### src/rtl/invader_formation_if.sv
// Formation controller bus: game/bullet inputs and renderer/FSM outputs.
interface invader_formation_if #(
    parameter int ROWS = 5,
    parameter int COLS = 4,
    parameter int XW   = 10,
    parameter int YW   = 10
);
    localparam int CW = (COLS > 1) ? $clog2(COLS) : 1;
    localparam int RW = (ROWS > 1) ? $clog2(ROWS) : 1;

    logic                 start;
    logic [2:0]           level;
    logic                 bull_valid;
    logic [XW-1:0]        bull_x;
    logic [YW-1:0]        bull_y;
    logic                 hit;
    logic [CW-1:0]        hit_col;
    logic [RW-1:0]        hit_row;
    logic [ROWS*COLS-1:0] alive;
    logic [XW-1:0]        form_x;
    logic [YW-1:0]        form_y;
    logic                 dir_left;
    logic                 cleared;
    logic                 landed;

    modport master (
        output start, level, bull_valid, bull_x, bull_y,
        input  hit, hit_col, hit_row, alive, form_x, form_y,
        input  dir_left, cleared, landed
    );

    modport slave (
        input  start, level, bull_valid, bull_x, bull_y,
        output hit, hit_col, hit_row, alive, form_x, form_y,
        output dir_left, cleared, landed
    );
endinterface

### src/rtl/invader_formation.sv
// ROWS x COLS invader grid: march, edge drop, attrition speed-up,
// bullet hit resolution and cleared/landed reporting.
module invader_formation #(
    parameter int ROWS        = 5,
    parameter int COLS        = 4,
    parameter int CELL_SH     = 4,
    parameter int XW          = 10,
    parameter int YW          = 10,
    parameter int X_START     = 32,
    parameter int Y_START     = 32,
    parameter int X_MAX       = 608,
    parameter int STEP_X      = 4,
    parameter int Y_LAND      = 448,
    parameter int BASE_PERIOD = 2400000
) (
    input logic             dclk,
    input logic             clr,
    invader_formation_if.slave bus
);
    localparam int N  = ROWS * COLS;
    localparam int CW = (COLS > 1) ? $clog2(COLS) : 1;
    localparam int RW = (ROWS > 1) ? $clog2(ROWS) : 1;
    localparam int TW = $clog2(BASE_PERIOD + 1);

    localparam logic [XW-1:0] XS     = XW'(X_START);
    localparam logic [XW-1:0] XM     = XW'(X_MAX);
    localparam logic [XW-1:0] STEP   = XW'(STEP_X);
    localparam logic [XW-1:0] FORM_W = XW'(COLS << CELL_SH);
    localparam logic [YW-1:0] YS     = YW'(Y_START);
    localparam logic [YW-1:0] YL     = YW'(Y_LAND);
    localparam logic [YW-1:0] FORM_H = YW'(ROWS << CELL_SH);
    localparam logic [YW-1:0] CELL_H = YW'(1 << CELL_SH);

    typedef enum logic [2:0] {
        IDLE, MARCH, DROP, CLEARED, LANDED
    } state_t;

    state_t        state_q, state_d;
    logic [N-1:0]  alive_q, alive_d;
    logic [XW-1:0] x_q, x_d;
    logic [YW-1:0] y_q, y_d;
    logic          left_q, left_d;
    logic          hit_q, hit_d;
    logic [CW-1:0] hcol_q, hcol_d;
    logic [RW-1:0] hrow_q, hrow_d;
    logic          cleared_q, cleared_d;
    logic          landed_q, landed_d;
    logic [TW-1:0] timer_q, timer_d;

    logic [TW-1:0] period;
    logic          step_due;
    logic [XW-1:0] col_w;
    logic [YW-1:0] row_w;
    logic          in_grid;
    logic [N-1:0]  cell_sel;
    logic          hit_now;
    logic [YW-1:0] y_drop;

    always_comb begin
        period = TW'(BASE_PERIOD) >> bus.level;
        if ($countones(alive_q) <= COLS) period = period >> 1;
        step_due = ({1'b0, timer_q} + 1'b1) >= {1'b0, period};

        // Out-of-range cells fall off the grid instead of wrapping.
        col_w   = (bus.bull_x - x_q) >> CELL_SH;
        row_w   = (bus.bull_y - y_q) >> CELL_SH;
        in_grid = (bus.bull_x >= x_q) && (bus.bull_y >= y_q) &&
                  (col_w < XW'(COLS)) && (row_w < YW'(ROWS));
        cell_sel = '0;
        for (int r = 0; r < ROWS; r++) begin
            for (int c = 0; c < COLS; c++) begin
                cell_sel[r*COLS+c] = in_grid &&
                                     (row_w == YW'(r)) &&
                                     (col_w == XW'(c));
            end
        end
        hit_now = bus.bull_valid && |(cell_sel & alive_q) &&
                  ((state_q == MARCH) || (state_q == DROP));
        y_drop = y_q + CELL_H;

        state_d   = state_q;
        alive_d   = alive_q;
        x_d       = x_q;
        y_d       = y_q;
        left_d    = left_q;
        hit_d     = 1'b0;
        hcol_d    = hcol_q;
        hrow_d    = hrow_q;
        cleared_d = cleared_q;
        landed_d  = landed_q;
        timer_d   = timer_q;

        if (bus.start) begin
            state_d   = MARCH;
            alive_d   = '1;
            x_d       = XS;
            y_d       = YS;
            left_d    = 1'b0;
            timer_d   = '0;
            cleared_d = 1'b0;
            landed_d  = 1'b0;
        end else begin
            if (hit_now) begin
                alive_d = alive_q & ~cell_sel;
                hit_d   = 1'b1;
                hcol_d  = CW'(col_w);
                hrow_d  = RW'(row_w);
            end
            unique case (state_q)
                MARCH: begin
                    if (alive_q == '0) begin
                        state_d   = CLEARED;
                        cleared_d = 1'b1;
                    end else if (step_due) begin
                        timer_d = '0;
                        if (!left_q) begin
                            if (x_q + STEP + FORM_W > XM) state_d = DROP;
                            else x_d = x_q + STEP;
                        end else begin
                            if (x_q < STEP) state_d = DROP;
                            else x_d = x_q - STEP;
                        end
                    end else begin
                        timer_d = timer_q + 1'b1;
                    end
                end
                DROP: begin
                    y_d    = y_drop;
                    left_d = !left_q;
                    if (y_drop + FORM_H >= YL) begin
                        state_d  = LANDED;
                        landed_d = 1'b1;
                    end else begin
                        state_d = MARCH;
                    end
                end
                default: ;
            endcase
        end
    end

    always_ff @(posedge dclk or negedge clr) begin
        if (!clr) begin
            state_q   <= IDLE;
            alive_q   <= '0;
            x_q       <= XS;
            y_q       <= YS;
            left_q    <= 1'b0;
            hit_q     <= 1'b0;
            hcol_q    <= '0;
            hrow_q    <= '0;
            cleared_q <= 1'b0;
            landed_q  <= 1'b0;
            timer_q   <= '0;
        end else begin
            state_q   <= state_d;
            alive_q   <= alive_d;
            x_q       <= x_d;
            y_q       <= y_d;
            left_q    <= left_d;
            hit_q     <= hit_d;
            hcol_q    <= hcol_d;
            hrow_q    <= hrow_d;
            cleared_q <= cleared_d;
            landed_q  <= landed_d;
            timer_q   <= timer_d;
        end
    end

    assign bus.hit      = hit_q;
    assign bus.hit_col  = hcol_q;
    assign bus.hit_row  = hrow_q;
    assign bus.alive    = alive_q;
    assign bus.form_x   = x_q;
    assign bus.form_y   = y_q;
    assign bus.dir_left = left_q;
    assign bus.cleared  = cleared_q;
    assign bus.landed   = landed_q;
endmodule
### src/flat_wrapper.sv
// flat-port wrapper written by rule: the top's interface ports become plain ports
module invader_formation_flat 
#(
    parameter int ROWS        = 5,
    parameter int COLS        = 4,
    parameter int CELL_SH     = 4,
    parameter int XW          = 10,
    parameter int YW          = 10,
    parameter int X_START     = 32,
    parameter int Y_START     = 32,
    parameter int X_MAX       = 608,
    parameter int STEP_X      = 4,
    parameter int Y_LAND      = 448,
    parameter int BASE_PERIOD = 2400000
)
  (dclk, clr, bus_start, bus_level, bus_bull_valid, bus_bull_x, bus_bull_y, bus_hit, bus_hit_col, bus_hit_row, bus_alive, bus_form_x, bus_form_y, bus_dir_left, bus_cleared, bus_landed);
  invader_formation_if #(.ROWS(ROWS), .COLS(COLS), .XW(XW), .YW(YW)) bus_i ();
  input logic dclk;
  input logic clr;
  input wire logic [$bits(bus_i.start)-1:0] bus_start;
  input wire logic [$bits(bus_i.level)-1:0] bus_level;
  input wire logic [$bits(bus_i.bull_valid)-1:0] bus_bull_valid;
  input wire logic [$bits(bus_i.bull_x)-1:0] bus_bull_x;
  input wire logic [$bits(bus_i.bull_y)-1:0] bus_bull_y;
  output wire logic [$bits(bus_i.hit)-1:0] bus_hit;
  output wire logic [$bits(bus_i.hit_col)-1:0] bus_hit_col;
  output wire logic [$bits(bus_i.hit_row)-1:0] bus_hit_row;
  output wire logic [$bits(bus_i.alive)-1:0] bus_alive;
  output wire logic [$bits(bus_i.form_x)-1:0] bus_form_x;
  output wire logic [$bits(bus_i.form_y)-1:0] bus_form_y;
  output wire logic [$bits(bus_i.dir_left)-1:0] bus_dir_left;
  output wire logic [$bits(bus_i.cleared)-1:0] bus_cleared;
  output wire logic [$bits(bus_i.landed)-1:0] bus_landed;
  assign bus_i.start = bus_start;
  assign bus_i.level = bus_level;
  assign bus_i.bull_valid = bus_bull_valid;
  assign bus_i.bull_x = bus_bull_x;
  assign bus_i.bull_y = bus_bull_y;
  assign bus_hit = bus_i.hit;
  assign bus_hit_col = bus_i.hit_col;
  assign bus_hit_row = bus_i.hit_row;
  assign bus_alive = bus_i.alive;
  assign bus_form_x = bus_i.form_x;
  assign bus_form_y = bus_i.form_y;
  assign bus_dir_left = bus_i.dir_left;
  assign bus_cleared = bus_i.cleared;
  assign bus_landed = bus_i.landed;
  invader_formation #(.ROWS(ROWS), .COLS(COLS), .CELL_SH(CELL_SH), .XW(XW), .YW(YW), .X_START(X_START), .Y_START(Y_START), .X_MAX(X_MAX), .STEP_X(STEP_X), .Y_LAND(Y_LAND), .BASE_PERIOD(BASE_PERIOD)) u_core (.dclk(dclk), .clr(clr), .bus(bus_i));
endmodule
### config.mk
export PLATFORM = sky130hd
export DESIGN_NAME = invader_formation_flat
export DESIGN_NICKNAME = d
export VERILOG_FILES = /design/src/rtl/invader_formation_if.sv /design/src/rtl/invader_formation.sv /design/src/flat_wrapper.sv
export SDC_FILE = /design/constraint.sdc
export NUM_CORES = 1
export LEC_CHECK = 0
export BUFFER_PORTS_ARGS = -buffer_cell sky130_fd_sc_hd__buf_2
export CORE_AREA = 2 2 89 155
export CTS_CLUSTER_SIZE = 14
export DETAILED_ROUTE_END_ITERATION = 16
export DIE_AREA = 0 0 91 157
export PLACE_DENSITY = 0.71
export SLEW_MARGIN = 20
export SYNTH_ARGS = -nofsm -noshare
export SYNTH_HDL_FRONTEND = slang
export SYNTH_SLANG_ARGS = --single-unit
### constraint.sdc
create_clock -name dclk -period 6.05 [get_ports dclk]
set_clock_uncertainty 0.2 [all_clocks]
set_input_delay 0.3025 -clock dclk [delete_from_list [all_inputs] [get_ports dclk]]
set_output_delay 0.3025 -clock dclk [all_outputs]
set_load 0.05 [all_outputs]
* Word level (Yosys, flattened, before mapping)
Index checks and enable logic that the tools add are counted.
Widths: inputs -> output; s select.
** Operators by class
- Add/subtract/negate cells :: 28
- $lt $le $gt $ge :: 9
- Eq/ne operators :: 15
- Shift-type cells :: 1
- Mux-type cells :: 34
- Bitwise gates (word level) :: 4
- Reduce and logical (&&, ||, !) cells :: 49
** Operators with widths (count)
- $add 32x32->32 :: 9
- $mux 22 :: 5
- $mux 10 :: 9
- $and 20x20->20 :: 2
- $mux 20 :: 2
- $le 32x4->1 const B :: 1
- $logic_and 1x1->1 :: 30
- $eq 6x2->1 const B :: 4
- $add 22x1->23 const B :: 1
- $ge 23x22->1 :: 1
- $add 22x1->22 const B :: 1
- $shr 22x3->22 const A :: 1
- $mux 3 :: 7
- $add 1x1->2 :: 10
- $add 10x7->10 const B :: 2
- $ge 10x10->1 :: 2
- $logic_not 10->1 :: 2
- $logic_not 20->1 :: 1
- $not 20->20 :: 1
- $reduce_or 20->1 :: 1
- $sub 10x10->10 :: 2
- $eq 6x1->1 const B :: 2
- $lt 6x3->1 const B :: 2
- $reduce_bool 2->1 :: 6
- other kinds (24) :: 36
** Storage, ports and cells
- Bits in registers :: 74
- Output and inout bits :: 49
- Word-level logic and storage cells :: 151

* Depth between registers and ports, before layout
- Depth in word-level cells :: 12
- Depth in mapped cells :: 27
- Mapped depth without buffers :: 24

* Worst setup path before layout
No wires, ideal clock.
- Path kind :: reg-to-reg
- Start point :: register u_core.alive_q[6] (netlist: u_core.bus.alive[6])
- End point :: register u_core.timer_q[21]
- Library setup time :: 0.095 ns
- Arrival :: 6.489 ns
- Required time :: 5.755 ns
- Setup slack :: -0.734 ns
- Cell stages (with the launch flop) :: 25
- Buffers on the path :: 3
- Clock period less this slack :: 6.784 ns
- Path through :: dfrtp_1 > inv_1 > ha_1 > fa_1 > inv_1 > fa_1 > fa_1 > fa_1 > fa_1 > inv_1 > o21ai_0 > nand3_1 > clkbuf_1 > a21oi_1 > a21oi_1 > ha_1 > a21o_1 > a21o_1 > a21o_1 > a2bb2oi_1 > and2_1 > clkbuf_1 > clkbuf_1 > nand2_1 > o31ai_1
** On the way
- Longest elaborated chain between the ends :: 12
- Elaborated cells between the ends (all ways) :: 15
- Those cells by class :: 5 x add/sub; 2 x order compare; 1 x eq/ne; 5 x mux; 2 x reduce/logical
** Ends and longest elaborated chain
- start, declared :: RTL line invader_formation.sv:39 : logic [N-1:0] alive_q, alive_d;
- start signal, assigned :: RTL line invader_formation.sv:157 : alive_q <= alive_d;
- $add 1x1->2 (not written as such) :: RTL line invader_formation.sv:61 : if ($countones(alive_q) <= COLS) period = period >> 1;
- $add 32x32->32 (not written as such) (4 in a row) :: RTL line invader_formation.sv:61
- $le 32x4->1 :: RTL line invader_formation.sv:61
- $mux 22 :: RTL line invader_formation.sv:61
- $ge 23x22->1 :: RTL line invader_formation.sv:62 : step_due = ({1'b0, timer_q} + 1'b1) >= {1'b0, period};
- $mux 22 :: RTL line invader_formation.sv:114 : end else if (step_due) begin
- $mux 22 :: RTL line invader_formation.sv:111 : if (alive_q == '0) begin
- $mux 22 :: RTL line invader_formation.sv:109 : unique case (state_q)
- $mux 22 :: RTL line invader_formation.sv:93 : if (bus.start) begin
- end signal, assigned :: RTL line invader_formation.sv:166 : timer_q <= timer_d;
- end, declared :: RTL line invader_formation.sv:48 : logic [TW-1:0] timer_q, timer_d;
Several ways; a longest one is shown, not always the timed one. The select of a mux whose other input is x is not followed.
A chain may end at the register's enable or synchronous reset.

* Final worst setup path
- Start point :: register u_core.alive_q[1] (netlist: u_core.bus.alive[1])
- End point :: register u_core.x_q[2] (netlist: u_core.bus.form_x[2])
** On the way
- Longest elaborated chain between the ends :: 10
- Elaborated cells between the ends (all ways) :: 12
- Those cells by class :: 5 x add/sub; 2 x order compare; 1 x eq/ne; 1 x mux; 3 x reduce/logical
** Ends and longest elaborated chain
- $add 1x1->2 (not written as such) :: RTL line invader_formation.sv:61
- $add 32x32->32 (not written as such) (4 in a row) :: RTL line invader_formation.sv:61
- $le 32x4->1 :: RTL line invader_formation.sv:61
- $mux 22 :: RTL line invader_formation.sv:61
- $ge 23x22->1 :: RTL line invader_formation.sv:62
- $reduce_bool 2->1 (no source line)
- $reduce_and 5->1 (no source line) *
- end signal, assigned :: RTL line invader_formation.sv:146 : x_q <= XS;
- end signal, assigned :: RTL line invader_formation.sv:158 : x_q <= x_d;
- end, declared :: RTL line invader_formation.sv:40 : logic [XW-1:0] x_q, x_d;
Every way passes the cells marked *; elsewhere a longest branch is shown, timed or not.

==> results <==
- In this run the number of H-tree levels came out at 3.
- The max-slew violation count is 0.
- After layout, the design draws a total of 2.32 mW.
- The worst-case headroom to the max-slew limit is about 14%.
- The post-detailed-route via-to-cell ratio is 6.02.
- In this run, synthesis produced a sequential element count of 68.
- The largest area contributor in the synthesized netlist is sky130_fd_sc_hd__dfrtp_1.
- The placer congestion estimate is 0.870.
- The TritonCTS clock tree is built.
- The worst hold path class is in -> async.
- After clock tree synthesis, the flow added hold-fix buffers numbering 0.
- The signal on the critical path passes through ha_4 -> fa_1 -> inv_1 -> fa_1 -> fa_1 -> fa_1 -> inv_2 -> ha_4 -> a21oi_4 -> nor2b_2 -> mux2i_2 -> nand3_4 -> buf_6 -> nor2_4 -> nor2_1 -> o31a_1 -> ha_4 -> nand4_1 -> o311a_1 -> o21ai_2 -> a21oi_4 -> buf_6 -> a2111oi_4 -> a221o_1.
- On the worst path, the slowest cell contributes a delay of roughly 0.57 ns.
- In the synthesized netlist the dominant register cell turns out to be sky130_fd_sc_hd__dfrtp_1.
- The initial core utilization is 49.1%.
- The number of violations of the max-capacitance limit is 0.
- Setup violations remaining at the end of the flow were counted as 32.
- The global-route congestion overflow total is 0.
- The count of routing violations after the opening detailed-route iteration is between 500 and 600.
- The placeable core region is 12900 µm².
- The switching part of the total is 45.9%.
- The largest vdd supply drop is about 0.00024 V.
- Sorting the synthesized cells by how often they occur yields sky130_fd_sc_hd__inv_1 (77), sky130_fd_sc_hd__ha_1 (73), sky130_fd_sc_hd__dfrtp_1 (66), sky130_fd_sc_hd__nor2_1 (66), sky130_fd_sc_hd__nand2_1 (35).
- The area of the die is around 14000 µm².
- The root buffer selected by CTS is sky130_fd_sc_hd__clkbuf_16.
- The number of inserted diodes is 0.
- Compared with the post-synthesis result, the final layout area differs by 26.5%.
- The part of the cycle the worst path needs is 105%.
- The clock net in this run drives a total of 68 sinks.
- Averaged over all synthesized cells, the footprint is 8.75 µm².
- The slowest stage of the critical path is the sky130_fd_sc_hd__fa_1 cell.
- The pin count of the biggest net entering global routing is 69.
- The final layout contains routed wiring with a total length of 19000 µm.
- The total count of hold-check failures in the final report is 27.
- The run finished, with violations left.
- The average wire per standard cell is 19.0 µm.
- The number of standard cells after synthesis is 726.
- The largest delay contributor family on the critical path is adder cells.
- In the synthesized netlist the async set-or-reset flop fraction comes to between 90% and 100%.
- The count of unique library cells instantiated by Yosys is 76.
- Yosys mapped a number of flops with a built-in enable equal to 0.
- The source-to-sink clock delay at the later pin of the worst-skew pair is 0.34 ns.
- The data arrival time at the worst-slack endpoint is approximately 6.4 ns.
- Setup repair after global routing could not meet its margin everywhere.
- The setup path with the least slack is of type reg -> reg.
- The number of nets with antenna violations after detailed routing is 0.
- The buffers plus inverters on the worst setup path is 4.
- Ranked by total cell area, the synthesized netlist is headed by sky130_fd_sc_hd__dfrtp_1 (26%), sky130_fd_sc_hd__ha_1 (14%), sky130_fd_sc_hd__xnor2_1 (4.7%).
- Summed over its instances, the top area cell type makes up 26.0% of the synthesized netlist area.
- Counting along the longest clock path gives a buffer depth of 2.
- The category of the worst setup path capture point is a flip-flop.
- The share of synthesized area occupied by flip-flops and latches is between 20 and 30%.
- In this run, flip-flops and latches consume 25.4% of the power.
- Per report_power, the combinational group accounts for around 53% of the total.
- The share of total power in the clock network is 21.3%.
- Detailed placement ended at an HPWL of between 10000 and 15000 µm.
- The total routing resource utilization after global routing is between 20 and 30%.
- The clock-pin slew on the worst setup and hold paths is approximately 0.05 ns.
- The initial antenna violation count is 0.
- The power per cell area is a little under 300 nW/µm².
- Once routing completed, OpenROAD measured the worst setup slack at -0.280 ns.
- The pin slew with the least headroom to its limit is ~1.3 ns.
- After detailed routing, the number of remaining DRC violations is 0.
- The clock period minus final worst setup slack is 6.33 ns.
- Clock tree synthesis inserted a total of 9 buffers.
- The height of the chip is 157 µm.
- The analysis attributes to net switching a power of 1.06 mW.
- Cell internal power was estimated by the tool at 1.25 mW.
- The floorplan step set the die width to 91 µm.
- The net count reported at finish is 939.
- Hold timing on the final database bottoms out at a slack of -0.0171 ns.
- Row generation in the floorplan step produced 55 rows.
- Of the cells placed in the final design, the portion with a size suffix greater than 1 is between 20% and 30%.
- The number of synthesis warnings is 0.
- The area of the mapped netlist is 6350 µm².
- The number of global-route vias before repair is between 6000 and 7000.
- The cell that appears most often on the critical path is sky130_fd_sc_hd__fa_1.
- The kind of start point of the critical path is a flip-flop.
- The global-route wire length before repair is between 20000 and 30000 µm.
- The required time of the worst setup path is 6.12 ns.
- The first detailed-routing pass ran for 6 iterations.
- The number of primary I/O pins is 76.
- The highest achievable clock rate is 158 MHz.
- The largest fanout of any net on the critical path is 8.
- The number of vias in the routed layout is just over 6000.
- The aggregate negative setup slack is -5.75 ns.
- In this run the static leakage power is 3.73 nW.
- By instance count, the leading cell after synthesis is sky130_fd_sc_hd__inv_1.
- Before CTS, the worst setup slack after placement is -0.475 ns.
- The port buffer count is 63.
- The final reports fail on negative hold slack, negative setup slack.
-- area by class of cell --
type / instances / area (µm²)
multi-input cells: 543 / 4630
repair buffers: 126 / 910
well taps: 171 / 214
fillers: 1118 / 4900
clock inverters: 2 / 10.0
inverters: 77 / 289
clock buffers: 14 / 264
flip-flops and latches: 68 / 1720
-- logic make-up after synthesis --
kind of cell               after synthesis  synth area share, %
xor gates and xnor gates                43                 5.93
and+or+nand+nor                        213                 16.7
buffers and inverters                  120                 7.52
adders and majority gates               87                 18.8
other                                    1               0.0590
AOI/OAI and AO/OA                      171                 20.1
DFF                                     68                 26.8
muxes                                   23                 4.10
-- path summary, 6_finish.rpt --
check | endpoint | start | cells past startpoint | slack [ns]
max reg2reg | u_core.bus.form_x[2] | u_core.bus.alive[1] | 24 | -0.28
min | u_core.timer_q[3] | clr | 2 | -0.02
min in group dclk | u_core.bus.hit | bus_bull_valid | 4 | 0.32
min reg2reg | u_core.bus.hit_col[0] | u_core.bus.hit_col[0] | 1 | 0.32
max | u_core.bus.form_x[2] | u_core.bus.alive[1] | 24 | -0.28
max in group asynchronous | u_core.bus.alive[0] | clr | 2 | 5.05
-- power groups by stage --
| stage | clock [mW] | sequential [mW] | combinational (mW) |
|---|---|---|---|
| 5_1_grt | 0.513 | 0.594 | 1.32 |
| 2_1_floorplan | 0 | 0.648 | 0.771 |
| 6_report | 0.493 | 0.588 | 1.23 |
| 3_3_place_gp | 0 | 0.584 | 1.03 |
| 4_1_cts | 0.500 | 0.580 | 1.10 |
| 3_5_place_dp | 0 | 0.587 | 1.07 |
-- repair_timing --
action,CTS,global route
gates cloned,0,3
resized for setup,45,52
pin swaps,18,44
setup endpoints to repair,32,32
setup buffers,10,15
-- sequential cells by signal (all words and copies together), names as in the netlist, 2 cells and up --
| register | cells |
|---|---|
| u_core.bus.form_x | 8 |
| u_core.bus.hit_row | 3 |
| u_core.timer_q | 22 |
| u_core.bus.alive | 20 |
| u_core.state_q | 3 |
| u_core.bus.form_y | 6 |
| u_core.bus.hit_col | 2 |
-- routing by layer --
metal  vias up  part of all wire (%)  GRT usage [%]
met5         -                     0              0
li1       2793                     -              -
met2       229                    55           49.7
met3        73                   3.9           3.64
met1      2936                    36           27.1
met4         0                   5.2           13.7
-- per-stage QoR --
step / hold WS (ns) / std cells / cell area [µm²] / util [%]
6_report: -0.0171 / 1001 / 8040 / 62.1
5_1_grt: 0.0551 / 1001 / 8040 / 62.1
4_1_cts: 0.0109 / 984 / 7620 / 58.9
3_5_place_dp: 0.292 / 958 / 7060 / 54.6
3_3_place_gp: 0.291 / 958 / 7060 / 54.6
2_1_floorplan: -0.193 / 731 / 6510 / -
-- cell usage in the layout (no fill, tap or decap), types with 4 or more instances in the layout --
cell type | synthesis | final
sky130_fd_sc_hd__o21ai_1 | 1 | 5
sky130_fd_sc_hd__and3_1 | 14 | 12
sky130_fd_sc_hd__xnor2_1 | 34 | 33
sky130_fd_sc_hd__nand2b_1 | 6 | 6
sky130_fd_sc_hd__a32o_1 | 15 | 14
sky130_fd_sc_hd__ha_4 | 0 | 12
sky130_fd_sc_hd__fa_2 | 0 | 4
sky130_fd_sc_hd__a21o_1 | 15 | 15
sky130_fd_sc_hd__dfrtp_1 | 66 | 54
sky130_fd_sc_hd__o21ai_0 | 15 | 8
sky130_fd_sc_hd__buf_2 | 1 | 63
sky130_fd_sc_hd__a31oi_1 | 30 | 28
sky130_fd_sc_hd__xor2_1 | 9 | 9
sky130_fd_sc_hd__a211o_1 | 9 | 9
sky130_fd_sc_hd__or3_1 | 8 | 8
sky130_fd_sc_hd__o211ai_1 | 6 | 6
sky130_fd_sc_hd__inv_1 | 77 | 65
sky130_fd_sc_hd__dfrtp_2 | 0 | 12
sky130_fd_sc_hd__ha_1 | 73 | 59
sky130_fd_sc_hd__o21a_1 | 5 | 5
sky130_fd_sc_hd__clkbuf_16 | 0 | 11
sky130_fd_sc_hd__nand4_1 | 14 | 14
sky130_fd_sc_hd__mux2i_1 | 17 | 15
sky130_fd_sc_hd__a21oi_1 | 27 | 20
sky130_fd_sc_hd__nor3_1 | 15 | 14
sky130_fd_sc_hd__fa_1 | 14 | 10
sky130_fd_sc_hd__a21oi_2 | 1 | 5
sky130_fd_sc_hd__and2_4 | 0 | 4
sky130_fd_sc_hd__inv_2 | 0 | 12
sky130_fd_sc_hd__nand2_1 | 35 | 32
sky130_fd_sc_hd__buf_6 | 0 | 7
sky130_fd_sc_hd__nor2_1 | 66 | 60
sky130_fd_sc_hd__conb_1 | 1 | 6
sky130_fd_sc_hd__nand3_1 | 30 | 26
sky130_fd_sc_hd__buf_4 | 7 | 48
Note: power is estimated with default switching activity, not from simulation.
